## config.mk

```make
export PLATFORM = sky130hd
export DESIGN_NAME = vedic_mul16_seq
export DESIGN_NICKNAME = d
export VERILOG_FILES = /design/src/rtl/vedic_pkg.sv /design/src/rtl/KoggeStoneAdder_16.sv /design/src/rtl/vedic_mul8.sv /design/src/rtl/vedic_mul16_seq.sv
export SDC_FILE = /design/constraint.sdc
export NUM_CORES = 1
export LEC_CHECK = 0
export BUFFER_PORTS_ARGS = -buffer_cell sky130_fd_sc_hd__buf_2
export CORE_MARGIN = 1.5
export CORE_UTILIZATION = 35
export CTS_CLUSTER_DIAMETER = 50
export CTS_CLUSTER_SIZE = 8
export DETAILED_ROUTE_END_ITERATION = 7
export GPL_ROUTABILITY_DRIVEN = 0
export PLACE_DENSITY_LB_ADDON = 0.12
export SYNTH_ARGS = -nofsm -noshare
export SYNTH_HDL_FRONTEND = slang
export SYNTH_SLANG_ARGS = --single-unit
```

## constraint.sdc

```tcl
create_clock -name clk -period 9.06 [get_ports clk]
set_input_delay 0.453 -clock clk [delete_from_list [all_inputs] [get_ports clk]]
set_output_delay 0.453 -clock clk [all_outputs]
set_load 0.02 [all_outputs]
```

## src/rtl/vedic_pkg.sv

```systemverilog
`default_nettype none
// ============================================================================
// Module   : vedic_pkg
// Purpose  : Shared states, widths, offsets and the 4x4 Vedic cell.
// Revision : 1.0  initial release
// ============================================================================
package vedic_pkg;

    localparam int W8  = 8;
    localparam int W16 = 16;
    localparam int W32 = 32;

    localparam int OFF_LL  = 0;
    localparam int OFF_MID = 8;
    localparam int OFF_HH  = 16;

    typedef enum logic [2:0] {
        ST_IDLE = 3'd0,
        ST_LL   = 3'd1,
        ST_LH   = 3'd2,
        ST_HL   = 3'd3,
        ST_HH   = 3'd4,
        ST_DONE = 3'd5
    } state_e;

    // Urdhva-Tiryakbhyam 4x4: sum each vertical/crosswise column, then weight it.
    function automatic logic [7:0] vedic4(input logic [3:0] x, input logic [3:0] y);
        logic [7:0] r;
        logic [7:0] col;
        r = 8'd0;
        for (int k = 0; k < 7; k++) begin
            col = 8'd0;
            for (int i = 0; i < 4; i++) begin
                if ((k - i) >= 0 && (k - i) < 4) begin
                    col = col + 8'(x[i] & y[k-i]);
                end
            end
            r = r + (col << k);
        end
        return r;
    endfunction

endpackage
`default_nettype wire

```

## src/rtl/KoggeStoneAdder_16.sv

```systemverilog
`default_nettype none
// ============================================================================
// Module   : KoggeStoneAdder_16
// Purpose  : 16-bit parallel-prefix (Kogge-Stone) adder with carry in/out.
// Revision : 1.0  initial release
// ============================================================================
module KoggeStoneAdder_16 (
    input  logic [15:0] a_i,
    input  logic [15:0] b_i,
    input  logic        cin_i,
    output logic [15:0] sum_o,
    output logic        cout_o
);

    logic [15:0] w_g0, w_p0, w_g1, w_p1, w_g2, w_p2, w_g3, w_p3, w_g4, w_p4;
    logic [16:0] w_c;

    assign w_g0 = a_i & b_i;
    assign w_p0 = a_i ^ b_i;

    // Each level doubles the prefix span: 1, 2, 4, 8.
    always_comb begin
        w_g1 = w_g0; w_p1 = w_p0;
        for (int i = 1; i < 16; i++) begin
            w_g1[i] = w_g0[i] | (w_p0[i] & w_g0[i-1]);
            w_p1[i] = w_p0[i] & w_p0[i-1];
        end
        w_g2 = w_g1; w_p2 = w_p1;
        for (int i = 2; i < 16; i++) begin
            w_g2[i] = w_g1[i] | (w_p1[i] & w_g1[i-2]);
            w_p2[i] = w_p1[i] & w_p1[i-2];
        end
        w_g3 = w_g2; w_p3 = w_p2;
        for (int i = 4; i < 16; i++) begin
            w_g3[i] = w_g2[i] | (w_p2[i] & w_g2[i-4]);
            w_p3[i] = w_p2[i] & w_p2[i-4];
        end
        w_g4 = w_g3; w_p4 = w_p3;
        for (int i = 8; i < 16; i++) begin
            w_g4[i] = w_g3[i] | (w_p3[i] & w_g3[i-8]);
            w_p4[i] = w_p3[i] & w_p3[i-8];
        end
    end

    assign w_c    = {w_g4 | (w_p4 & {16{cin_i}}), cin_i};
    assign sum_o  = w_p0 ^ w_c[15:0];
    assign cout_o = w_c[16];

endmodule
`default_nettype wire

```

## src/rtl/vedic_mul8.sv

```systemverilog
`default_nettype none
// ============================================================================
// Module   : vedic_mul8
// Purpose  : Combinational 8x8 -> 16 unsigned Vedic multiplier from 4x4 cells.
// Revision : 1.0  initial release
// ============================================================================
module vedic_mul8
    import vedic_pkg::*;
(
    input  logic [7:0]  a_i,
    input  logic [7:0]  b_i,
    output logic [15:0] p_o
);

    logic [7:0] w_ll;
    logic [7:0] w_lh;
    logic [7:0] w_hl;
    logic [7:0] w_hh;

    assign w_ll = vedic4(a_i[3:0], b_i[3:0]);
    assign w_lh = vedic4(a_i[3:0], b_i[7:4]);
    assign w_hl = vedic4(a_i[7:4], b_i[3:0]);
    assign w_hh = vedic4(a_i[7:4], b_i[7:4]);

    assign p_o = {w_hh, w_ll} + ({8'd0, w_lh} << 4) + ({8'd0, w_hl} << 4);

endmodule
`default_nettype wire

```

## src/rtl/vedic_mul16_seq.sv

```systemverilog
`default_nettype none
// ============================================================================
// Module   : vedic_mul16_seq
// Purpose  : Iterative 16x16 -> 32 Vedic multiplier, four accumulate cycles.
// Revision : 1.0  initial release
// ============================================================================
module vedic_mul16_seq
    import vedic_pkg::*;
(
    input  logic        clk,
    input  logic        rst,
    input  logic        start,
    input  logic [15:0] a,
    input  logic [15:0] b,
    output logic        busy,
    output logic        done,
    output logic [31:0] product
);

    state_e      state_q, state_d;
    logic [15:0] ra_q, ra_d, rb_q, rb_d;
    logic [31:0] acc_q, acc_d;

    logic [7:0]  w_op_a, w_op_b;
    logic [15:0] w_pp, w_win, w_sum;
    logic        w_cout;

    assign w_op_a = (state_q == ST_LL || state_q == ST_LH) ? ra_q[7:0] : ra_q[15:8];
    assign w_op_b = (state_q == ST_LL || state_q == ST_HL) ? rb_q[7:0] : rb_q[15:8];

    vedic_mul8 u_mul8 (
        .a_i (w_op_a),
        .b_i (w_op_b),
        .p_o (w_pp)
    );

    always_comb begin
        case (state_q)
            ST_LL:        w_win = acc_q[OFF_LL  +: W16];
            ST_LH, ST_HL: w_win = acc_q[OFF_MID +: W16];
            ST_HH:        w_win = acc_q[OFF_HH  +: W16];
            default:      w_win = 16'd0;
        endcase
    end

    KoggeStoneAdder_16 u_add (
        .a_i    (w_win),
        .b_i    (w_pp),
        .cin_i  (1'b0),
        .sum_o  (w_sum),
        .cout_o (w_cout)
    );

    always_comb begin
        state_d = state_q;
        ra_d    = ra_q;
        rb_d    = rb_q;
        acc_d   = acc_q;
        case (state_q)
            ST_IDLE, ST_DONE: begin
                if (start) begin
                    ra_d    = a;
                    rb_d    = b;
                    acc_d   = 32'd0;
                    state_d = ST_LL;
                end else begin
                    state_d = ST_IDLE;
                end
            end
            ST_LL: begin
                acc_d   = {acc_q[31:16] + {15'd0, w_cout}, w_sum};
                state_d = ST_LH;
            end
            ST_LH, ST_HL: begin
                // Carry out of the middle window ripples into the top byte.
                acc_d   = {acc_q[31:24] + {7'd0, w_cout}, w_sum, acc_q[7:0]};
                state_d = (state_q == ST_LH) ? ST_HL : ST_HH;
            end
            ST_HH: begin
                acc_d   = {w_sum, acc_q[15:0]};
                state_d = ST_DONE;
            end
            default: state_d = ST_IDLE;
        endcase
    end

    always_ff @(posedge clk) begin
        if (rst) begin
            state_q <= ST_IDLE;
            ra_q    <= 16'd0;
            rb_q    <= 16'd0;
            acc_q   <= 32'd0;
        end else begin
            state_q <= state_d;
            ra_q    <= ra_d;
            rb_q    <= rb_d;
            acc_q   <= acc_d;
            if (state_q == ST_HH) begin
                assert (!w_cout) else $error("vedic_mul16_seq: carry out of HH step");
            end
        end
    end

    assign busy    = (state_q == ST_LL) || (state_q == ST_LH) ||
                     (state_q == ST_HL) || (state_q == ST_HH);
    assign done    = (state_q == ST_DONE);
    assign product = acc_q;

endmodule
`default_nettype wire
```

# [Word-level counts from Yosys, hierarchy flattened]
# Index checks and enable logic that the tools add are counted.
[word_totals] regBits=67 latch_bits=0 ram_bits=0 rom_bits=0 in_bits=35 out_inout_bits=34 memories=0
[op_classes] add_sub_neg=64 mul=0 div=0 n_lt_le_gt_ge=0 eq_ne=6 shift=0 mux=8 n_bitwise=201 reduce_logical=14
[ops] operator="adder 8 bit" count=21
[ops] operator="AND 1 bit" count=147
[ops] operator="one-hot mux 32 bit (4 select lines)" count=1
[ops] operator="adder 5 bit" count=11
[ops] operator="OR 1 bit" count=49
[ops] operator="adder 6 bit" count=8
[ops] operator="one-hot mux 16 bit (3 select lines)" count=1
[ops] operator="adder 16 x 12 -> 16 bit" count=2
[ops] operator="two-way mux 32 bit" count=1
[ops] operator="XOR 16 bit" count=2
[ops] operator="adder 7 bit" count=4
[ops] operator="adder 4 bit" count=6
[ops] operator="adder 8 x 7 -> 8 bit" count=3
[ops] operator="adder 16 x 1 -> 16 bit" count=1
[ops] operator="AND 16 bit" count=1
[ops] operator="two-way mux 8 bit" count=2
[ops] operator="one-hot mux 3 bit (4 select lines)" count=1
[ops] operator="adder 3 bit" count=3
[ops] operator="adder 8 x 1 -> 8 bit" count=1
[ops] operator="== test 3 x 2 -> 1 bit, second input constant" count=2
[ops] operator="== test 3 bit, second input constant" count=2
[ops] operator="adder 1 x 5 -> 5 bit" count=1
[ops] operator="adder 1 x 1 -> 2 bit" count=2
[ops] operator="logical OR 1 bit" count=4
[ops] operator="other kinds (14)" count=17

# [Longest topological paths before layout]
# Gate-level depths: netlist of the first run.
[depth] word_depth=24 mapped_depth=39 depth_no_buf=37

# [Cells and area by module]
# From an unflattened synthesis of the first run, not the netlist that was laid out.
[hier_totals] hier_cells=873 area_unflattened_um2=6927.9
[by_module_without_submodules] module="vedic_mul16_seq" n_inst=1 cells_per_inst=488 area_each_um2=3742.3
[by_module_without_submodules] module="vedic_mul8" n_inst=1 cells_per_inst=263 area_each_um2=2298.5
[by_module_without_submodules] module="KoggeStoneAdder_16" n_inst=1 cells_per_inst=122 area_each_um2=887.1

# [Worst setup path before layout of the first run]
# No wires, ideal clock.
[synth_path] path_type="register to register" from="reg state_q[0]" to="reg acc_q[30] (netlist: product[30])" arrival_ns=8.093 required_time_ns=8.946 slack_ns=0.853 path_stages_with_launch=39 n_path_buf=2 path_cell_list="dfxtp_1 > buf_4 > xnor2_1 > nor2_4 > mux2i_1 > nor2_1 > fa_1 > ha_1 > ha_1 > fa_1 > ha_1 > ha_1 > ha_1 > inv_1 > fa_1 > xnor2_1 > xnor2_1 > fa_1 > (+3 left out) > o31ai_1 > nor2b_1 > xnor2_1 > ha_1 > buf_4 > nand2_1 > o21ai_4 > o21bai_1 > a31oi_1 > o21ai_0 > ha_1 > ha_1 > nand3_1 > nor3_1 > nand4_1 > a221oi_1 > a21oi_1 > a21o_1"
[synth_between] elab_chain_len=24
[synth_rtl] item="from (decl)" line="vedic_mul16_seq.sv:20" source="state_e state_q, state_d;"
[synth_rtl] item="from (signal assigned)" line="vedic_mul16_seq.sv:94" source="state_q <= state_d;"
[synth_rtl] item="== test 3 x 1 -> 1 bit, or another cell as far along"
[synth_rtl] item="logical OR 1 bit, on equally long branches" line="vedic_mul16_seq.sv:28, vedic_mul16_seq.sv:29"
[synth_rtl] item="two-way mux 8 bit, on equally long branches" line="vedic_mul16_seq.sv:28, vedic_mul16_seq.sv:29"
[synth_rtl] item="AND 1 bit" line="vedic_pkg.sv:35" source="col = col + 8'(x[i] & y[k-i]);"
[synth_rtl] item="adder 7 bit" line="vedic_pkg.sv:35"
[synth_rtl] item="adder 8 bit (6 in series)" line="vedic_pkg.sv:38" source="r = r + (col << k);"
[synth_rtl] item="adder 16 x 12 -> 16 bit (2 in series)" line="vedic_mul8.sv:25" source="assign p_o = {w_hh, w_ll} + ({8'd0, w_lh} << 4) + ({8'd0, w_hl} << 4);"
[synth_rtl] item="XOR 16 bit" line="KoggeStoneAdder_16.sv:19" source="assign w_p0 = a_i ^ b_i;"
[synth_rtl] item="(+2 left out)"
[synth_rtl] item="AND 1 bit" line="KoggeStoneAdder_16.sv:30" source="w_g2[i] = w_g1[i] | (w_p1[i] & w_g1[i-2]);"
[synth_rtl] item="OR 1 bit" line="KoggeStoneAdder_16.sv:30"
[synth_rtl] item="AND 1 bit" line="KoggeStoneAdder_16.sv:35" source="w_g3[i] = w_g2[i] | (w_p2[i] & w_g2[i-4]);"
[synth_rtl] item="OR 1 bit" line="KoggeStoneAdder_16.sv:35"
[synth_rtl] item="AND 1 bit" line="KoggeStoneAdder_16.sv:40" source="w_g4[i] = w_g3[i] | (w_p3[i] & w_g3[i-8]);"
[synth_rtl] item="OR 1 bit" line="KoggeStoneAdder_16.sv:40"
[synth_rtl] item="adder 16 x 1 -> 16 bit / adder 8 x 1 -> 8 bit (equally long branches)" line="vedic_mul16_seq.sv:71, vedic_mul16_seq.sv:76"
[synth_rtl] item="one-hot mux 32 bit (4 select lines)" line="vedic_mul16_seq.sv:59" source="case (state_q)"
[synth_rtl] item="to (signal assigned)" line="vedic_mul16_seq.sv:92" source="acc_q <= 32'd0;"
[synth_rtl] item="to (signal assigned)" line="vedic_mul16_seq.sv:97" source="acc_q <= acc_d;"
[synth_rtl] item="to (decl)" line="vedic_mul16_seq.sv:22" source="logic [31:0] acc_q, acc_d;"
# Parallel ways exist; a longest one is shown, timed or not.
# A chain may end at the register's enable or synchronous reset.

# [Worst setup path in the final report of the first run]
[layout_path] from="reg state_q[0]" to="reg acc_q[27] (netlist: product[27])"
# The elaborated chain is that of the path after synthesis.

==> results of run 1 <==
cells in the mapped netlist (all sizes together) (3+ instances only):
cell / instances / area [um2]
ha: 83 / 1040
o22ai: 13 / 81.3
a22oi: 27 / 203
a211oi: 8 / 65.1
clkbuf: 16 / 60.1
or2: 15 / 93.8
dfxtp: 67 / 1340
xor2: 10 / 87.6
a21oi: 70 / 362
xnor2: 23 / 201
and2: 3 / 18.8
nand4: 7 / 43.8
nor3: 12 / 76.3
fa: 34 / 681
or3: 3 / 18.8
o211ai: 6 / 45.0
a211o: 4 / 35.0
and3: 5 / 31.3
inv: 47 / 176
nand2b: 6 / 37.5
a222oi: 5 / 50.1
nor2b: 7 / 43.8
nand2: 111 / 417
o31ai: 4 / 30.0
buf: 25 / 144
o21ai: 31 / 170
a221oi: 5 / 43.8
mux2i: 18 / 180
nor2: 97 / 374
a21o: 6 / 53.8
nand3: 13 / 65.1
o21a: 3 / 23.8
final cells by class:
| class | count | area (um2) | area share (%) |
|---|---|---|---|
| clock buffer | 11 | 243 | 3.24 |
| multi-input combinational | 659 | 4870 | 65.0 |
| tap | 229 | 287 | 3.82 |
| clock inverter | 5 | 37.5 | 0.501 |
| inverter | 47 | 176 | 2.35 |
| sequential | 67 | 1340 | 17.9 |
| timing repair buffer | 94 | 536 | 7.15 |
stage by stage:
step / std cells / hold slack, ns / power, mW / utilization (%)
after detailed placement: 1096 / 0.446 / 0.706 / 39.6
after CTS: 1112 / 0.345 / 1.04 / 41.1
after global placement: 1096 / 0.443 / 0.707 / 39.6
after floorplan: 814 / 0.436 / 0.587 / -
after global routing: 1112 / 0.355 / 1.09 / 41.2
final: 1112 / 0.356 / 1.03 / 41.2
layer usage:
metal | up-vias | share of wire (%) | GRT usage, %
met4 | 0 | 1.2 | 4.88
met1 | 2871 | 51 | 28.9
met3 | 10 | 4.6 | 2.39
li1 | 2988 | - | -
met2 | 144 | 43 | 29.0
met5 | - | 0 | 0
flip-flops by register name, indices dropped and copies added, names as in the netlist:
register  cells
rb_q         16
state_q       3
ra_q         16
product      32
power by group:
group | internal [mW] | switching (mW) | total (mW)
clock network | 0.194 | 0.137 | 0.331
logic | 0.126 | 0.241 | 0.367
registers | 0.316 | 0.0162 | 0.333
critical path, delay by kind of cell, from the launching register on:
family	cells	cell delay, ns
AO/OA/AOI/OAI	7	1.16
AND/OR/NAND/NOR	6	1.30
flip-flops	1	0.33
adder cells (fa/ha/maj)	12	3.88
XOR/XNOR	5	0.82
buffers and inverters	4	0.33
multiplexers	1	0.30
final timing paths:
| kind | startpoint | to | slack [ns] | cells after the start |
|---|---|---|---|---|
| hold reg to reg | ra_q[11] | ra_q[11] | 0.45 | 2 |
| setup / recovery | state_q[0] | product[27] | 0.76 | 35 |
| hold / removal | a[15] | ra_q[15] | 0.36 | 3 |
| setup reg to reg | state_q[0] | product[27] | 0.76 | 35 |
logic make-up (layout without fill, tap and decap cells):
group / after synthesis / count (layout) / synth area share [%]
compound gates: 202 / 202 / 20.6
xor+xnor: 33 / 33 / 4.40
fa+ha+maj: 118 / 118 / 26.3
buf+inv: 88 / 157 / 5.78
flops: 67 / 67 / 20.4
mux: 19 / 19 / 2.97
simple gates: 287 / 287 / 19.5
==> out/metrics.cfg, run 1 <==
[outcome]
status=completed

[finish]
fin_area_um2=7490
n_antenna_cell=0
nets=1030
drive_gt1_share_pct=15.9
final_cell_mix=111 x nand2_1, 95 x nor2_1, 83 x ha_1, 68 x buf_2
area_growth_syn_to_layout_pct=14.0
fillers=1892
layout_commonest_cell=nand2_1

[synth]
ys_types=71
ys_ff_latch=67
synth.net_count=966
syn_avg_cell_area_um2=8.08
synth_cells=814
synth_edf_count=0
synth-main-ff-cell=dfxtp_1
ys_warn_count=0
synthesis.area_um2=6580
yosysSeqAreaShare_pct=20.4
synthArstFlopShare_pct=0

[detailed_routing]
firstDrtPassIters=5
wl_mm=18.7
vias=6013
wl_per_cell_um=16.8
viasPerCell=5.41
final_antenna_net_count=0
drcViolationCount=0
initialDrtViolationCount=360

[timing]
final.period_utilization_pct=91.7
rsz0062_at_grt=false
report.final.slew_viol_count=0
maxSlewHeadroom_pct=25.2
hold_violations=0
period_minus_slack_ns=8.30
worst_slack_ns=0.756
finalClockSkew_ns=0.00949
tns_ns=0
final-setup-viol-count=0
clock.fmax_ghz=0.120
worstMarginPinSlew_ns=1.12

[setup_path]
critPathLaunchType=flip-flop
cp_common_cell=ha_1
cp-end-kind=flip-flop
cp_max_fo=10
crit_arrival_ns=8.49
crit_type=flip-flop to flip-flop
slowest_stage=fa_1
max_stage_delay_ns=0.49
cp.required_ns=9.24

[clock_tree]
clock_latency_ns=0.34
post_cts_buffers=0
htree_levels=3
cts_buffer_depth=2
cts_made_buffers=9
clock-root-buffer=clkbuf_16
ctsResizeCount=0
cts_tree=yes
path_clk_slew_ns=0.06
cts_hold_buf=0
clkSinkCount=67

[floorplanning]
fp.dieW_um=140
die_area_um2=19600
row_count=49
start_util_pct=36.1
core-area_um2=18200
die_y_um=140
pin_count=69

[pwr]
peakVddDrop_mv=0.0986
pwr_density_cell_nw_per_um2=138
total_leakage_power_nw=3.44

[global_route]
grt_usage_pct=19.2
overflow=0
grt_antenna_before_repair=0
first_global_vias=5687
grt_max_degree=71
grt_pass1_wl_mm=30.2

[placement]
placed_area_um2=7200
place_ws_ns=0.510
numPortBuffers=68
dp_hpwl_mm=14.6

[run]
drv_cap=0

[worst_hold_path]
hold_class=primary input to flip-flop

Note: power is estimated with default switching activity, not from simulation.
==> inputs of run 2 (changes only) <==
--- a/config.mk
+++ b/config.mk
@@ -5,12 +5,12 @@
 export SDC_FILE = /design/constraint.sdc
 export NUM_CORES = 1
 export LEC_CHECK = 0
-export BUFFER_PORTS_ARGS = -buffer_cell sky130_fd_sc_hd__buf_2
 export CORE_MARGIN = 1.5
 export CORE_UTILIZATION = 35
 export CTS_CLUSTER_DIAMETER = 50
 export CTS_CLUSTER_SIZE = 8
 export DETAILED_ROUTE_END_ITERATION = 7
+export DONT_BUFFER_PORTS = 1
 export GPL_ROUTABILITY_DRIVEN = 0
 export PLACE_DENSITY_LB_ADDON = 0.12
 export SYNTH_ARGS = -nofsm -noshare
==> out/metrics.cfg, run 2 (synthesis results as in run 1) <==
[outcome]
status=completed

[clock_tree]
clkSinkCount=67
cts_buffer_depth=2
post_cts_buffers=0
path_clk_slew_ns=0.06
cts_made_buffers=9
cts_tree=yes
cts_hold_buf=0
clock-root-buffer=clkbuf_16
clock_latency_ns=0.34
htree_levels=3

[timing]
rsz0062_at_grt=false
final.period_utilization_pct=93.4
hold_violations=0
tns_ns=0
final-setup-viol-count=0
period_minus_slack_ns=8.46
report.final.slew_viol_count=0
worstMarginPinSlew_ns=1.03
worst_slack_ns=0.596
clock.fmax_ghz=0.118
finalClockSkew_ns=0.00694
maxSlewHeadroom_pct=31.2

[floorplanning]
row_count=49
start_util_pct=36.1
pin_count=69
die_area_um2=19600
core-area_um2=18200
fp.dieW_um=140
die_y_um=140

[pwr]
pwr_density_cell_nw_per_um2=150
total_leakage_power_nw=3.14
peakVddDrop_mv=0.113

[global_route]
grt_busiest_layer=met2
grt_antenna_before_repair=0
met3_usage_pct=3.35
first_global_vias=5642
grtUsageMet2_pct=30.7
grt_max_degree=71
gr-usage-met1_pct=28.1
overflow=0
grt_pass1_wl_mm=30.9
grt_usage_pct=19.8

[run]
drv_cap=0

[finish]
final_cell_mix=111 x nand2_1, 95 x nor2_1, 82 x ha_1, 67 x a21oi_1, 67 x dfxtp_1
drive_gt1_share_pct=8.96
area_growth_syn_to_layout_pct=9.44
largest_reg_flops=32
n_antenna_cell=0
instances_no_fill=1044
nets=962
layout_commonest_cell=nand2_1

[setup_path]
critPathLaunchType=flip-flop
cp-end-kind=flip-flop
slowest_stage=fa_1
worstSetupStartpoint=state_q[0]
crit_family=adder cells
cp_num_buf_inv=5
reg2reg_from=state_q[0]
cp_max_fo=10
crit_arrival_ns=8.70
cp.required_ns=9.29
crit_type=flip-flop to flip-flop
max_stage_delay_ns=0.51
cp_common_cell=ha_1

[detailed_routing]
firstDrtPassIters=5
initialDrtViolationCount=366
drcViolationCount=0
final_antenna_net_count=0
viasPerCell=5.63
vias=5882
wl_mm=19.1
wl_per_cell_um=18.3

[placement]
dpl.cell_count=1028
place_ws_ns=0.376
dp_hpwl_mm=14.9
numPortBuffers=0

[worst_hold_path]
hold_class=primary input to flip-flop
hp-start=rst

==> run 2: what timing repair did <==
action | in CTS | in global routing
setup endpoints to repair | 0 | 5
hold endpoints to repair | 0 | 0
resized for setup | 0 | 2
==> run 2: cell type report <==
type	instances	area [um2]
clock buffers	9	225
clock inverters	7	105
fillers	1842	11000
inverters	47	176
multi-input cells	659	4870
flip-flops and latches	67	1340
well taps	229	287
repair buffers	26	195
==> run 2: worst paths after layout <==
kind	to	depth (start not counted)	slack, ns
worst max-delay path	product[30]	36	0.60
worst min-delay path	product[27]	1	0.19
worst max register to register	product[30]	36	0.60
worst min register to register	rb_q[8]	2	0.45
==> run 2: power by group <==
group	switching (mW)	internal [mW]
Sequential	0.0229	0.316
Combinational	0.229	0.118
Clock	0.147	0.246
==> run 2: stage by stage <==
step                total power, mW  cell area, um2  hold WS [ns]  util [%]
floorplan                     0.587            6580         0.436         -
global placement              0.687            6860         0.441      37.7
detailed placement            0.691            6860         0.440      37.7
CTS                            1.09            7190         0.175      39.5
global route                   1.14            7200         0.179      39.5
finish                         1.08            7200         0.187      39.5
==> run 2: per-layer routing <==
| layer | part of all wire [%] | vias to the layer above |
|---|---|---|
| met5 | 0 | - |
| met4 | 1.8 | 0 |
| met3 | 5.7 | 22 |
| met2 | 45 | 163 |
| met1 | 47 | 2835 |
| li1 | - | 2862 |
==> inputs of run 3 (changes only) <==
--- a/config.mk
+++ b/config.mk
@@ -5,7 +5,7 @@
 export SDC_FILE = /design/constraint.sdc
 export NUM_CORES = 1
 export LEC_CHECK = 0
-export CORE_MARGIN = 1.5
+export CORE_MARGIN = 2
 export CORE_UTILIZATION = 35
 export CTS_CLUSTER_DIAMETER = 50
 export CTS_CLUSTER_SIZE = 8
==> out/metrics.cfg, run 3 (synthesis results as in run 1) <==
[setup_path]
crit_arrival_ns=8.57
r2r_end=product[24]
r2r_slack_ns=0.70
max_stage_delay_ns=0.48
reg2reg_from=state_q[0]
cp_num_buf_inv=4
slowest_stage=fa_1
cp_max_fo=5
crit_type=flip-flop to flip-flop
cp-end-kind=flip-flop
critPathLaunchType=flip-flop
cp.required_ns=9.27
crit_family=adder cells
cp_common_cell=ha_1
reg2reg_depth=38

[floorplanning]
row_count=50
core-area_um2=18600
fp.dieW_um=141
start_util_pct=35.4
die_y_um=141
die_area_um2=19900
pin_count=69

[detailed_routing]
firstDrtPassIters=5
initialDrtViolationCount=446
wl_per_cell_um=18.3
final_antenna_net_count=0
drcViolationCount=0
wl_mm=19.3
vias=5904
viasPerCell=5.62

[clock_tree]
clkSinkCount=67
clock-root-buffer=clkbuf_16
cts_tree=yes
htree_levels=3
clock_latency_ns=0.34
cts_hold_buf=0
cts_made_buffers=9
cts_buffer_depth=2
path_clk_slew_ns=0.06

[global_route]
first_global_vias=5803
grt_antenna_before_repair=0
grt_usage_pct=19.6
grt_pass1_wl_mm=31.2
overflow=0
grt_max_degree=71

[pwr]
p_sw_mw=0.401
peakVddDrop_mv=0.0896
total_leakage_power_nw=3.14
p_comb_share_pct=33.2
intPower_mw=0.651
sw_frac_of_total_pct=38.1
power_frac_clock_pct=34.5
pwr_density_cell_nw_per_um2=146
pwr-share-seq_pct=32.2

[placement]
numPortBuffers=0
dp_hpwl_mm=15.0
placed_area_um2=6870

[worst_hold_path]
hp-start=rst
hold_class=primary input to flip-flop
hold_path_end=product[27]
min_path_cells=1

[finish]
final_cell_mix=111 x nand2_1, 95 x nor2_1, 83 x ha_1, 67 x a21oi_1, 67 x dfxtp_1
drive_gt1_share_pct=9.30
area_growth_syn_to_layout_pct=9.50
n_antenna_cell=0
nets=964
fin_area_um2=7200
largest_reg_flops=32
layout_commonest_cell=nand2_1

[outcome]
status=completed

[timing]
report.final.slew_viol_count=0
maxSlewHeadroom_pct=32.1
final-setup-viol-count=0
period_minus_slack_ns=8.36
finalClockSkew_ns=0.00820
rsz0062_at_grt=false
hold_violations=0
tns_ns=0
final.period_utilization_pct=92.3
clock.fmax_ghz=0.120
worstMarginPinSlew_ns=1.02

[run]
drv_cap=0

-- run 3: through the flow --
step                      total power, mW  hold slack, ns  util [%]  setup WS [ns]  cells
after floorplan                     0.587           0.436         -          0.853    814
after global placement              0.688           0.439      37.0          0.669   1033
after detailed placement            0.691           0.442      37.0          0.494   1033
after CTS                            1.06           0.175      38.6          0.461   1049
after global routing                 1.11           0.172      38.7         0.0413   1051
final                                1.05           0.182      38.7          0.698   1051
-- run 3: routing by layer --
| metal | track usage [%] | vias up | share of wire, % |
|---|---|---|---|
| met1 | 27.9 | 2828 | 46 |
| li1 | - | 2856 | - |
| met5 | 0 | - | 0 |
| met3 | 4.14 | 27 | 6.8 |
| met4 | 6.47 | 0 | 2.3 |
| met2 | 29.5 | 193 | 45 |
-- run 3: worst register-to-register path, delay by kind of cell, from the launching register on --
kind	cells	cell delay, ns
adder cells (fa/ha/maj)	13	3.98
AO/OA/AOI/OAI	7	1.29
AND/OR/NAND/NOR	8	1.12
XOR/XNOR	5	0.70
buffers and inverters	4	0.50
flip-flops	1	0.38
multiplexers	1	0.28
-- run 3: power by group through the flow --
stage	clock network (mW)	logic, mW	registers (mW)
after detailed placement	0	0.346	0.345
after floorplan	0	0.248	0.338
after CTS	0.370	0.348	0.339
after global placement	0	0.342	0.346
after global routing	0.383	0.390	0.342
final	0.363	0.350	0.339
-- run 3: how the worst max path moves through the flow --
stage                     slack [ns]  startpoint     endpoint  cells after the start
after global routing            0.04  state_q[0]  product[30]                     37
after floorplan                 0.85  state_q[0]  product[30]                     38
after detailed placement        0.49  state_q[0]  product[30]                     33
final                           0.70  state_q[0]  product[24]                     38
after CTS                       0.46  state_q[0]  product[30]                     34
after global placement          0.67  state_q[0]  product[30]                     34
-- run 3: timing repair --
action	in CTS	in global routing
hold endpoints to repair	0	0
setup endpoints to repair	0	4
resized for setup	0	4
setup buffers	0	2
-- run 3: layout make-up --
type                       count  area (um2)
fill                        1928       11400
multi-input combinational    659        4880
sequential                    67        1340
tap                          234         293
clock buffer                   9         225
timing repair buffer          28         210
inverter                      47         176
clock inverter                 7        76.3
